===== src/rtl/rca_byte_sequencer.sv =====
// Byte-serial wide adder controller driving one external 8-bit ripple-carry adder, LSB first.
// Optional macro SEQ_SETTLE_EN adds a SETTLE state holding adder inputs SETTLE_CYCLES extra cycles per byte.
module rca_byte_sequencer #(
  parameter int NBYTES        = 4,
  parameter int SETTLE_CYCLES = 1
) (
  input  logic                clk,
  input  logic                rst,
  input  logic                start,
  input  logic [8*NBYTES-1:0] op_a,
  input  logic [8*NBYTES-1:0] op_b,
  input  logic                cin,
  output logic                busy,
  output logic                done,
  output logic [8*NBYTES-1:0] result,
  output logic                cout,
  output logic [7:0]          add_a,
  output logic [7:0]          add_b,
  output logic                add_cin,
  input  logic [7:0]          add_sum,
  input  logic                add_cout
);

  localparam int W  = 8 * NBYTES;
  localparam int IW = $clog2(NBYTES);

`ifdef SEQ_SETTLE_EN
  typedef enum logic [1:0] {ST_IDLE, ST_ADD, ST_SETTLE, ST_DONE} state_t;
  localparam int CW = (SETTLE_CYCLES > 1) ? $clog2(SETTLE_CYCLES) : 1;
  logic [CW-1:0] settle_cnt_reg;
`else
  typedef enum logic [1:0] {ST_IDLE, ST_ADD, ST_DONE} state_t;
`endif

  state_t        state_reg, state_next;
  logic [IW-1:0] idx_reg;
  logic [W-1:0]  a_reg, b_reg;
  logic [W-1:0]  result_reg;
  logic          cout_reg;
  logic [7:0]    add_a_reg, add_b_reg;
  logic          carry_reg;
  logic          accept, capture, last_byte;

  assign last_byte = (idx_reg == IW'(NBYTES - 1));
  assign accept    = start && ((state_reg == ST_IDLE) || (state_reg == ST_DONE));

  always_ff @(posedge clk) begin
    if (rst) state_reg <= ST_IDLE;
    else     state_reg <= state_next;
  end

  always_comb begin
    state_next = state_reg;
    capture    = 1'b0;
    case (state_reg)
      ST_IDLE: if (start) state_next = ST_ADD;
      ST_ADD: begin
`ifdef SEQ_SETTLE_EN
        if (SETTLE_CYCLES == 0) capture = 1'b1;
        else                    state_next = ST_SETTLE;
`else
        capture = 1'b1;
`endif
      end
`ifdef SEQ_SETTLE_EN
      ST_SETTLE: if (settle_cnt_reg == CW'(SETTLE_CYCLES - 1)) capture = 1'b1;
`endif
      ST_DONE: state_next = start ? ST_ADD : ST_IDLE;
      default: state_next = ST_IDLE;
    endcase
    if (capture) state_next = last_byte ? ST_DONE : ST_ADD;
  end

  // Adder inputs come straight from flops; the next byte is preloaded on each capture edge.
  always_ff @(posedge clk) begin
    if (rst) begin
      idx_reg    <= '0;
      a_reg      <= '0;
      b_reg      <= '0;
      result_reg <= '0;
      cout_reg   <= 1'b0;
      add_a_reg  <= '0;
      add_b_reg  <= '0;
      carry_reg  <= 1'b0;
    end else if (accept) begin
      idx_reg   <= '0;
      a_reg     <= op_a;
      b_reg     <= op_b;
      add_a_reg <= op_a[7:0];
      add_b_reg <= op_b[7:0];
      carry_reg <= cin;
    end else if (capture) begin
      result_reg[8*idx_reg +: 8] <= add_sum;
      if (last_byte) begin
        cout_reg  <= add_cout;
        idx_reg   <= '0;
        add_a_reg <= '0;
        add_b_reg <= '0;
        carry_reg <= 1'b0;
      end else begin
        idx_reg   <= idx_reg + 1'b1;
        a_reg     <= a_reg >> 8;
        b_reg     <= b_reg >> 8;
        add_a_reg <= a_reg[15:8];
        add_b_reg <= b_reg[15:8];
        carry_reg <= add_cout;
      end
    end
  end

`ifdef SEQ_SETTLE_EN
  always_ff @(posedge clk) begin
    if (rst)                          settle_cnt_reg <= '0;
    else if (state_reg == ST_SETTLE)  settle_cnt_reg <= settle_cnt_reg + 1'b1;
    else                              settle_cnt_reg <= '0;
  end
  assign busy = (state_reg == ST_ADD) || (state_reg == ST_SETTLE);
`else
  assign busy = (state_reg == ST_ADD);
`endif

  assign done    = (state_reg == ST_DONE);
  assign result  = result_reg;
  assign cout    = cout_reg;
  assign add_a   = add_a_reg;
  assign add_b   = add_b_reg;
  assign add_cin = carry_reg;

endmodule


===== config.mk =====
export PLATFORM = sky130hd
export DESIGN_NAME = rca_byte_sequencer
export DESIGN_NICKNAME = d
export VERILOG_FILES = /design/src/rtl/rca_byte_sequencer.sv
export SDC_FILE = /design/constraint.sdc
export NUM_CORES = 1
export LEC_CHECK = 0
export CORE_ASPECT_RATIO = 2
export CORE_MARGIN = 2
export CORE_UTILIZATION = 46
export DETAILED_ROUTE_END_ITERATION = 16
export GPL_TIMING_DRIVEN = 0
export PLACE_DENSITY_LB_ADDON = 0.08
export SLEW_MARGIN = 20
export SYNTH_ARGS = -nofsm -noshare
export SYNTH_HDL_FRONTEND = slang
export SYNTH_SLANG_ARGS = --single-unit
export TNS_END_PERCENT = 50

===== constraint.sdc =====
create_clock -name clk -period 2.2 [get_ports clk]
set_input_delay 0.44 -clock clk [delete_from_list [all_inputs] [get_ports clk]]
set_output_delay 0.44 -clock clk [all_outputs]
set_load 0.005 [all_outputs]

==> results of run 1 <==
==> worst max-delay path, stage by stage (launching register included) <==
cell,delay (ps)
dfxtp_1,480
inv_1,170
ha_1,470
nor4b_4,500
nand3_1,210
a21oi_1,160
==> stage by stage <==
| stage | total power, mW | cell area (µm²) |
|---|---|---|
| floorplan | 2.399 | 4160 |
| finish | 4.452 | 5938 |
| CTS | 4.454 | 5916 |
| global placement | 2.728 | 5569 |
| global route | 4.610 | 5938 |
| detailed placement | 2.746 | 5569 |
==> cells by family (layout without fill, tap and decap cells) <==
logic type	after synthesis	in the layout	synth area share, %
simple gates	186	186	22.86
mux	3	3	0.7218
compound gates	131	131	20.42
buf+inv	48	192	5.113
fa+ha+maj	6	6	1.804
flops	102	102	49.08
==> final timing paths <==
path / endpoint / slack, ps / cells after the start
worst min register to register: result[18] / 450 / 2
worst min-delay path: result[18] / 450 / 2
worst max register to register: result[18] / 150 / 5
worst max-delay path: result[18] / 150 / 5
==> power by group through the flow <==
stage | clock network, mW | logic [mW] | registers, mW
after floorplan | 0 | 0.344 | 2.05
after global placement | 0 | 0.667 | 2.06
after detailed placement | 0 | 0.680 | 2.07
after CTS | 1.74 | 0.693 | 2.03
after global routing | 1.81 | 0.764 | 2.04
final | 1.73 | 0.699 | 2.03
==> cells in the final DEF (no fill, tap or decap), types with 3 or more instances in the layout <==
master / Yosys / routed
mux2i_1: 3 / 3
clkbuf_1: 24 / 25
clkdlybuf4s50_1: 0 / 127
nor2_1: 34 / 34
nor2b_1: 20 / 20
nand3b_1: 5 / 5
nand3_1: 8 / 8
nand4_1: 15 / 15
ha_1: 6 / 6
clkbuf_16: 0 / 9
a21oi_1: 56 / 56
a22o_1: 24 / 24
nor3_1: 36 / 36
dfxtp_1: 102 / 102
a211oi_1: 32 / 32
nand2_1: 48 / 48
nand2b_1: 10 / 9
buf_1: 3 / 3
o22ai_1: 17 / 17
buf_2: 14 / 14
==> routing by layer <==
metal | up-vias | wire length (µm)
met2 | 151 | 7187
met3 | 41 | 556
met4 | 0 | 632
met5 | - | 0
met1 | 1879 | 4068
li1 | 1977 | -
==> layout make-up <==
class / count / area share (%)
flip-flops and latches: 102 / 34.39
multi-input cells: 326 / 32.60
repair buffers: 129 / 21.68
clock buffers: 11 / 4.088
plain buffers: 44 / 3.540
well taps: 102 / 2.149
clock inverters: 5 / 1.370
inverters: 3 / 0.1896
==> timing repair <==
action	4_1_cts	5_1_grt
pin swaps	0	0
setup endpoints to repair	1	18
cloned	0	0
resized for setup	6	3
setup buffers	1	0
==> impl_metrics.tcl, run 1 <==
set metrics [dict create \
    post-place-ws_ps -193.3 \
    hp-start "result[18]" \
    dp_hpwl_mm 9.564 \
    path_max_fanout 8 \
    placedCellCount 706 \
    layout.cells.non_filler 722 \
    internal_power_mw 3.355 \
    synthDominantCellAreaShare_pct 49.08 \
    cts_tree "done" \
    busiest_layer "met2" \
    hold_viol 0 \
    dr.pass1.iters 5 \
    grt_overflow 0 \
    rows 49 \
    p_sw_mw 1.097 \
    grt_pass1_wl_mm 19.43 \
    syn_inst 476 \
    slew-limit-headroom_pct 57.97 \
    drt_wl_total_mm 12.45 \
    ant_nets 0 \
    clock_power_share_pct 38.7 \
    path_class "flop to flop" \
    crit-reg2reg-launch "idx_reg[0]" \
    dominantRegCellSynth "dfxtp_1" \
    drv_cap 0 \
    seqPwrFrac_pct 45.5 \
    final_core_util_pct 66.80 \
    largest_reg_flops 32 \
    synth_cell_types 31 \
    finalCritPeriodShare_pct 93.33 \
    endpoint_kind "flop" \
    arrival_ps 2330 \
    dieArea_um2 9867 \
    yosys-top-cells-count "dfxtp_1, a21oi_1, nand2_1, nor3_1, nor2_1" \
    synthMostInstantiatedCell "dfxtp_1" \
    vdd_drop_max_mv 0.4877 \
    syn_nets 559 \
    route.detailed.drc 0 \
    syn_area_um2 4160 \
    grt_antenna_before_repair 0 \
    clk_latency_ps 350 \
    layout.nets 698 \
    die-height_um 138.5 \
    synth_top_cell_by_area "dfxtp_1" \
    area_delta_synth_final_pct 42.74 \
    first_iter_violations 157 \
    power.density_nw_per_um2 749.8 \
    status "completed" \
    grt.met1_usage_pct 22.85 \
    place_congestion 0.8841 \
    synth_edf_count 0 \
    synthArstFlopShare_pct 0 \
    grt_use_met2_pct 48.93 \
    vias 4048 \
    syn-mean-instance-area_um2 8.740 \
    grtUsageMet3_pct 4.665 \
    hold_buffers 0 \
    grt_usage_pct 25.24 \
    clk_path_buf_depth 2 \
    leakage_nw 2.186 \
    sw_frac_of_total_pct 24.64 \
    holdWs_ps 448.3 \
    drive_above_1_share_pct 6.613 \
    cts_root_buf "clkbuf_16" \
    synth-seq-area-share_pct 49.08 \
    io_buffers 128 \
    ys_seq_elements 102 \
    critPathLaunchType "flop" \
    dieWidth_um 71.25 \
    initial_utilization_pct 46.80 \
    core_area_um2 8890 \
    seq_area_um2 2042 \
    synth_area_leaders "dfxtp_1, a21oi_1, a211oi_1, a22o_1, nor3_1" \
    hp-class "flop to flop" \
    rsz0062_at_grt "no" \
    ys.warnings.count 0 \
    drt-wirelength-per-cell_um 17.24 \
    fin_skew_ps 4.323 \
    worst_slew_pin_slew_ps 630.5 \
    grt_max_degree 19 \
    grt_pass1_vias 4051 \
    clk_pin_slew_ps 70 \
    diodes 0 \
    combinationalPowerShare_pct 15.7 \
    critPathRequiredTime_ps 2480 \
    slew_violations 0 \
    startpoint "idx_reg[0]" \
    multi_input_area_um2 1936 \
    clock-sinks 102 \
    fin_crit_ps 2053 \
    vias_per_cell 5.607 \
    setup_viol 0 \
    htree_num_levels 3 \
    fmax_mhz 487.0 \
    tns_ps 0 \
    fillCellCount 766 \
    io_pins 129 \
    setup_slack_ps 146.8 \
    cts_buffers 9 \
]
(Power assumes the default switching activity.)
==> inputs of run 2 (changes only) <==
Settings changed: CORE_UTILIZATION 46 to 48, CTS_BUF_LIST set to sky130_fd_sc_hd__clkbuf_8, PLACE_DENSITY set to 0.86, PLACE_DENSITY_LB_ADDON 0.08 to not set.
==> run 2 against run 1 <==
Worst setup slack worse by 98 ps; sequential cell count stayed put; clock power is 17% lower; sequential share of layout area is 0.62 points higher; critical endpoint is now result[30]; largest cell class unchanged; maximum frequency is 4.5% lower.
==> impl_metrics.tcl, run 2 (same netlist as run 1, synthesis figures left out) <==
set metrics [dict create \
    place_congestion 0.9069 \
    crit_chain "inv_1, ha_1, nor3b_1, nand4_1, a21oi_1" \
    ant_nets 0 \
    first_iter_violations 230 \
    rsz0062_at_grt "yes" \
    dieArea_um2 9473 \
    hold_viol 0 \
    endpoint_kind "flop" \
    critPathLaunchType "flop" \
    crit-reg2reg-launch "idx_reg[0]" \
    setup_viol 0 \
    largest_reg_flops 32 \
    power.density_nw_per_um2 712.2 \
    clk_latency_ps 390 \
    r2r_slack_ps 50 \
    clock-sinks 102 \
    die-height_um 135.7 \
    tns_ps 0 \
    diodes 0 \
    multi_input_area_um2 1913 \
    vias_per_cell 5.744 \
    status "completed" \
    hp-class "flop to flop" \
    grt_usage_pct 26.29 \
    critPathSlowestCell "nor3b_1" \
    vdd_drop_max_mv 0.4887 \
    cts_buffers 9 \
    mostFrequentLayoutCells "clkdlybuf4s50_1, dfxtp_1, a21oi_1" \
    slew-limit-headroom_pct 48.73 \
    dr.pass1.iters 5 \
    finalCritPeriodShare_pct 97.77 \
    drt-wirelength-per-cell_um 17.01 \
    vias 4130 \
    fmax_mhz 464.9 \
    grt_pass1_wl_mm 19.53 \
    leakage_nw 2.142 \
    grt_antenna_before_repair 0 \
    drt_wl_total_mm 12.23 \
    cts_tree "done" \
    path_max_fanout 7 \
    route.detailed.drc 0 \
    grt_overflow 0 \
    grt_pass1_vias 4152 \
    arrival_ps 2460 \
    startpoint "idx_reg[0]" \
    htree_num_levels 3 \
    cts_root_buf "clkbuf_8" \
    layout_commonest_cell "clkdlybuf4s50_1" \
    drive_above_1_share_pct 6.462 \
    stdcell_area_um2 5833 \
    core_area_um2 8528 \
    hp-start "result[21]" \
    rows 48 \
    slew_violations 0 \
    io_pins 129 \
    critPathRequiredTime_ps 2510 \
    dieWidth_um 69.83 \
    fin_crit_ps 2151 \
    seq_area_um2 2042 \
    initial_utilization_pct 48.78 \
    drv_cap 0 \
    worst_slew_pin_slew_ps 762.8 \
    area_delta_synth_final_pct 40.21 \
    clk_path_buf_depth 2 \
    io_buffers 128 \
    dpl_cell_area_um2 5567 \
    path_class "flop to flop" \
    layout.nets 698 \
    grt_max_degree 19 \
    dp_hpwl_mm 9.606 \
    clk_pin_slew_ps 100 \
    fillCellCount 694 \
    fin_skew_ps 11.76 \
    cp_slowest_stage_delay_ps 620 \
]
-- run 2: path summary, 6_finish.rpt --
check / endpoint / cells after the start
worst max register to register: result[30] / 5
worst min-delay path: result[21] / 2
worst max-delay path: result[30] / 5
worst min register to register: result[21] / 2
-- run 2: repair_timing --
item	4_1_cts	5_1_grt
endpoints found under the setup margin	1	15
gates resized for setup	6	0
buffers inserted	1	0
endpoints found under the hold margin	0	0
hold buffers	0	0
-- run 2: cell type report --
| class | instances | share of cell area [%] |
|---|---|---|
| plain buffers | 44 | 3.604 |
| clock buffers | 10 | 2.360 |
| clock inverters | 5 | 1.823 |
| inverters | 3 | 0.1931 |
| multi-input cells | 326 | 32.80 |
| flip-flops and latches | 102 | 35.01 |
| well taps | 100 | 2.145 |
| repair buffers | 129 | 22.07 |
-- run 2: power breakdown --
| part | leakage, nW | internal, mW | switching [mW] |
|---|---|---|---|
| logic | 1.19 | 0.360 | 0.334 |
| clock network | 0.119 | 0.784 | 0.649 |
| registers | 0.837 | 1.96 | 0.0655 |
-- run 2: critical path: cells and delay by family (launching register included) --
family                     cells  cell delay (ps)
DFF                            1              490
AOI/OAI and AO/OA              1              200
buffers and inverters          1              170
and+or+nand+nor                2              840
adders and majority gates      1              390
-- run 2: layer usage --
layer  wire length [µm]  global-route usage, %  vias to the layer above  part of all wire, %
met4                489                  14.96                        0                  4.0
met5                  0                      0                        -                    0
met2               7088                  51.53                      168                   58
li1                   -                      -                     1979                    -
met1               3966                  24.11                     1944                   32
met3                683                  5.655                       39                  5.6
-- run 2: through the flow --
stage                     hold WS (ps)  setup slack (ps)  utilization [%]  std cells  total power [mW]
after floorplan                  432.3             497.4                -        476             2.399
after global placement           438.0            -27.88            65.27        704             2.718
after detailed placement         443.6            -150.0            65.27        704             2.747
after CTS                        455.8             80.19            68.40        719             4.151
after global routing             478.0            -116.5            68.40        719             4.309
final                            453.1             49.03            68.40        719             4.154
==> inputs of run 3 (changes only) <==
Settings changed: CORE_MARGIN 2 to 5, PLACE_DENSITY 0.86 to 0.93.
==> run 3 against run 2 <==
Via count is 2.4% higher; die area rose by 13%; count of clock-buffer cells in the layout fell by 1; register-to-register slack better by 110 ps; core utilization is 0.87 points lower; critical path depth is 1 higher; routed wire length is 7.0% higher; sequential cell count is the same; power is 7.4% lower; sequential share of layout area grew 0.45 points; cell count stayed put; final area decreased by 1.3%; critical path type is now flop to output port.
==> impl_metrics.tcl, run 3 (same netlist as run 1, synthesis figures left out) <==
set metrics [dict create \
    status "completed" \
    dr.pass1.iters 5 \
    fmax_mhz 472.5 \
    layout_commonest_cell "clkdlybuf4s50_1" \
    clk_pin_slew_ps 100 \
    vias 4229 \
    route.detailed.drc 0 \
    critPathLaunchType "flop" \
    fin_skew_ps 11.51 \
    slew_violations 0 \
    die-height_um 141.7 \
    dpl_cell_area_um2 5567 \
    hold_buffers 0 \
    grt_max_degree 20 \
    initial_utilization_pct 48.78 \
    diodes 0 \
    dieArea_um2 10740 \
    hold_viol 0 \
    endpoint_kind "output port" \
    area_delta_synth_final_pct 38.44 \
    rsz0062_at_grt "yes" \
    grt_pass1_wl_mm 20.33 \
    power.density_nw_per_um2 667.7 \
    clock-sinks 102 \
    rr_worst_depth 5 \
    clk_path_buf_depth 2 \
    worstReg2RegEnd "result[24]" \
    place_congestion 0.9434 \
    grt_pass1_vias 4424 \
    critPathRequiredTime_ps 1760 \
    dieWidth_um 75.83 \
    leakage_nw 2.110 \
    hold-path-endpoint "b_reg[12]" \
    cp.depth 6 \
    multi_input_area_um2 1913 \
    path_max_fanout 19 \
    drt_wl_total_mm 13.09 \
    final_core_util_pct 67.53 \
    rows 48 \
    critical_path.most_common_cell "buf_4" \
    seq_area_um2 2042 \
    fillCellCount 663 \
    mostFrequentLayoutCells "clkdlybuf4s50_1, dfxtp_1, a21oi_1" \
    hp-start "b_reg[12]" \
    dp_hpwl_mm 10.42 \
    slew-limit-headroom_pct 50.76 \
    critPathTopFamily "buffers and inverters" \
    cts_tree "done" \
    finalCritPeriodShare_pct 96.20 \
    drive_above_1_share_pct 6.300 \
    hp-class "flop to flop" \
    core_area_um2 8528 \
    vdd_drop_max_mv 0.6470 \
    clk_latency_ps 390 \
    vias_per_cell 5.882 \
    htree_num_levels 3 \
    path_class "flop to output port" \
    arrival_ps 1680 \
    grt_antenna_before_repair 0 \
    holdPathStages 2 \
    cp_slowest_stage_delay_ps 320 \
    stdcell_area_um2 5759 \
    grt_overflow 0 \
    worst-path-buf-inv 5 \
    cts_root_buf "clkbuf_8" \
    r2r_slack_ps 160 \
    cts_buffers 9 \
    grt_usage_pct 24.95 \
    setup_viol 0 \
    first_iter_violations 254 \
    drv_cap 0 \
    fin_crit_ps 2116 \
    critPathSlowestCell "dfxtp_1" \
    largest_reg_flops 32 \
    layout.nets 697 \
    crit-reg2reg-launch "idx_reg[0]" \
    ant_nets 0 \
    io_pins 129 \
    drt-wirelength-per-cell_um 18.20 \
    io_buffers 128 \
    crit_chain "buf_4, nand2b_4, buf_4, inv_2, buf_12, dlygate4sd2_1" \
    cts_setup_buffers 0 \
    worst_slew_pin_slew_ps 732.5 \
]
run 3: cell count changes in the layout (fill, tap and decap cells not counted):
cell	previous run	this run
clkbuf_8	10	9
inv_8	0	1
buf_6	1	0
bufinv_16	3	0
inv_1	2	3
clkinv_4	0	3
run 3: worst max path at each step:
stage / start / to
floorplan: idx_reg[0] / result[24]
global placement: rst / a_reg[17]
detailed placement: start / b_reg[11]
CTS: state_reg[1] / busy
global route: idx_reg[0] / result[24]
finish: state_reg[1] / busy
run 3: layout make-up:
type	count	area share [%]
timing repair buffer	128	22.22
clock buffer	9	2.151
tap	100	2.172
sequential	102	35.46
buffer	44	3.585
inverter	3	0.1955
clock inverter	7	0.9993
multi-input combinational	326	33.22
run 3: power by group:
| part | internal (mW) | switching (mW) |
|---|---|---|
| logic | 0.358 | 0.344 |
| registers | 1.96 | 0.0659 |
| clock network | 0.425 | 0.691 |
| total | 2.74 | 1.10 |
run 3: worst min-delay path, delay by kind of cell (launching register included):
| kind | cells | cell delay, ps |
|---|---|---|
| AOI/OAI and AO/OA | 1 | 50 |
| and+or+nand+nor | 1 | 50 |
| DFF | 1 | 320 |
run 3: layer usage:
layer  global-route usage (%)  routed length [µm]  vias up  part of all wire (%)
met4                    14.29                 592        0                   4.5
met1                    23.10                4181     1988                    32
li1                         -                   -     1974                     -
met3                    4.113                 876       53                   6.7
met5                        0                   0        -                     0
met2                    47.47                7437      214                    57
run 3: repair_timing:
action,in CTS,in global routing
setup endpoints to repair,1,3
pin swaps,0,0
gates cloned,0,0
resized for setup,4,1
run 3: through the flow:
| step | worst slack, ps | setup TNS, ps | std cells | hold WS (ps) | total power [mW] |
|---|---|---|---|---|---|
| final | 83.59 | 0 | 719 | 459.5 | 3.845 |
| after global routing | -28.78 | -44.75 | 719 | 485.2 | 3.991 |
| after CTS | 51.03 | 0 | 719 | 460.6 | 3.832 |
| after detailed placement | -125.5 | -2476 | 704 | 445.5 | 2.755 |
| after global placement | -56.83 | -679.3 | 704 | 441.0 | 2.719 |
| after floorplan | 497.4 | 0 | 476 | 432.3 | 2.399 |
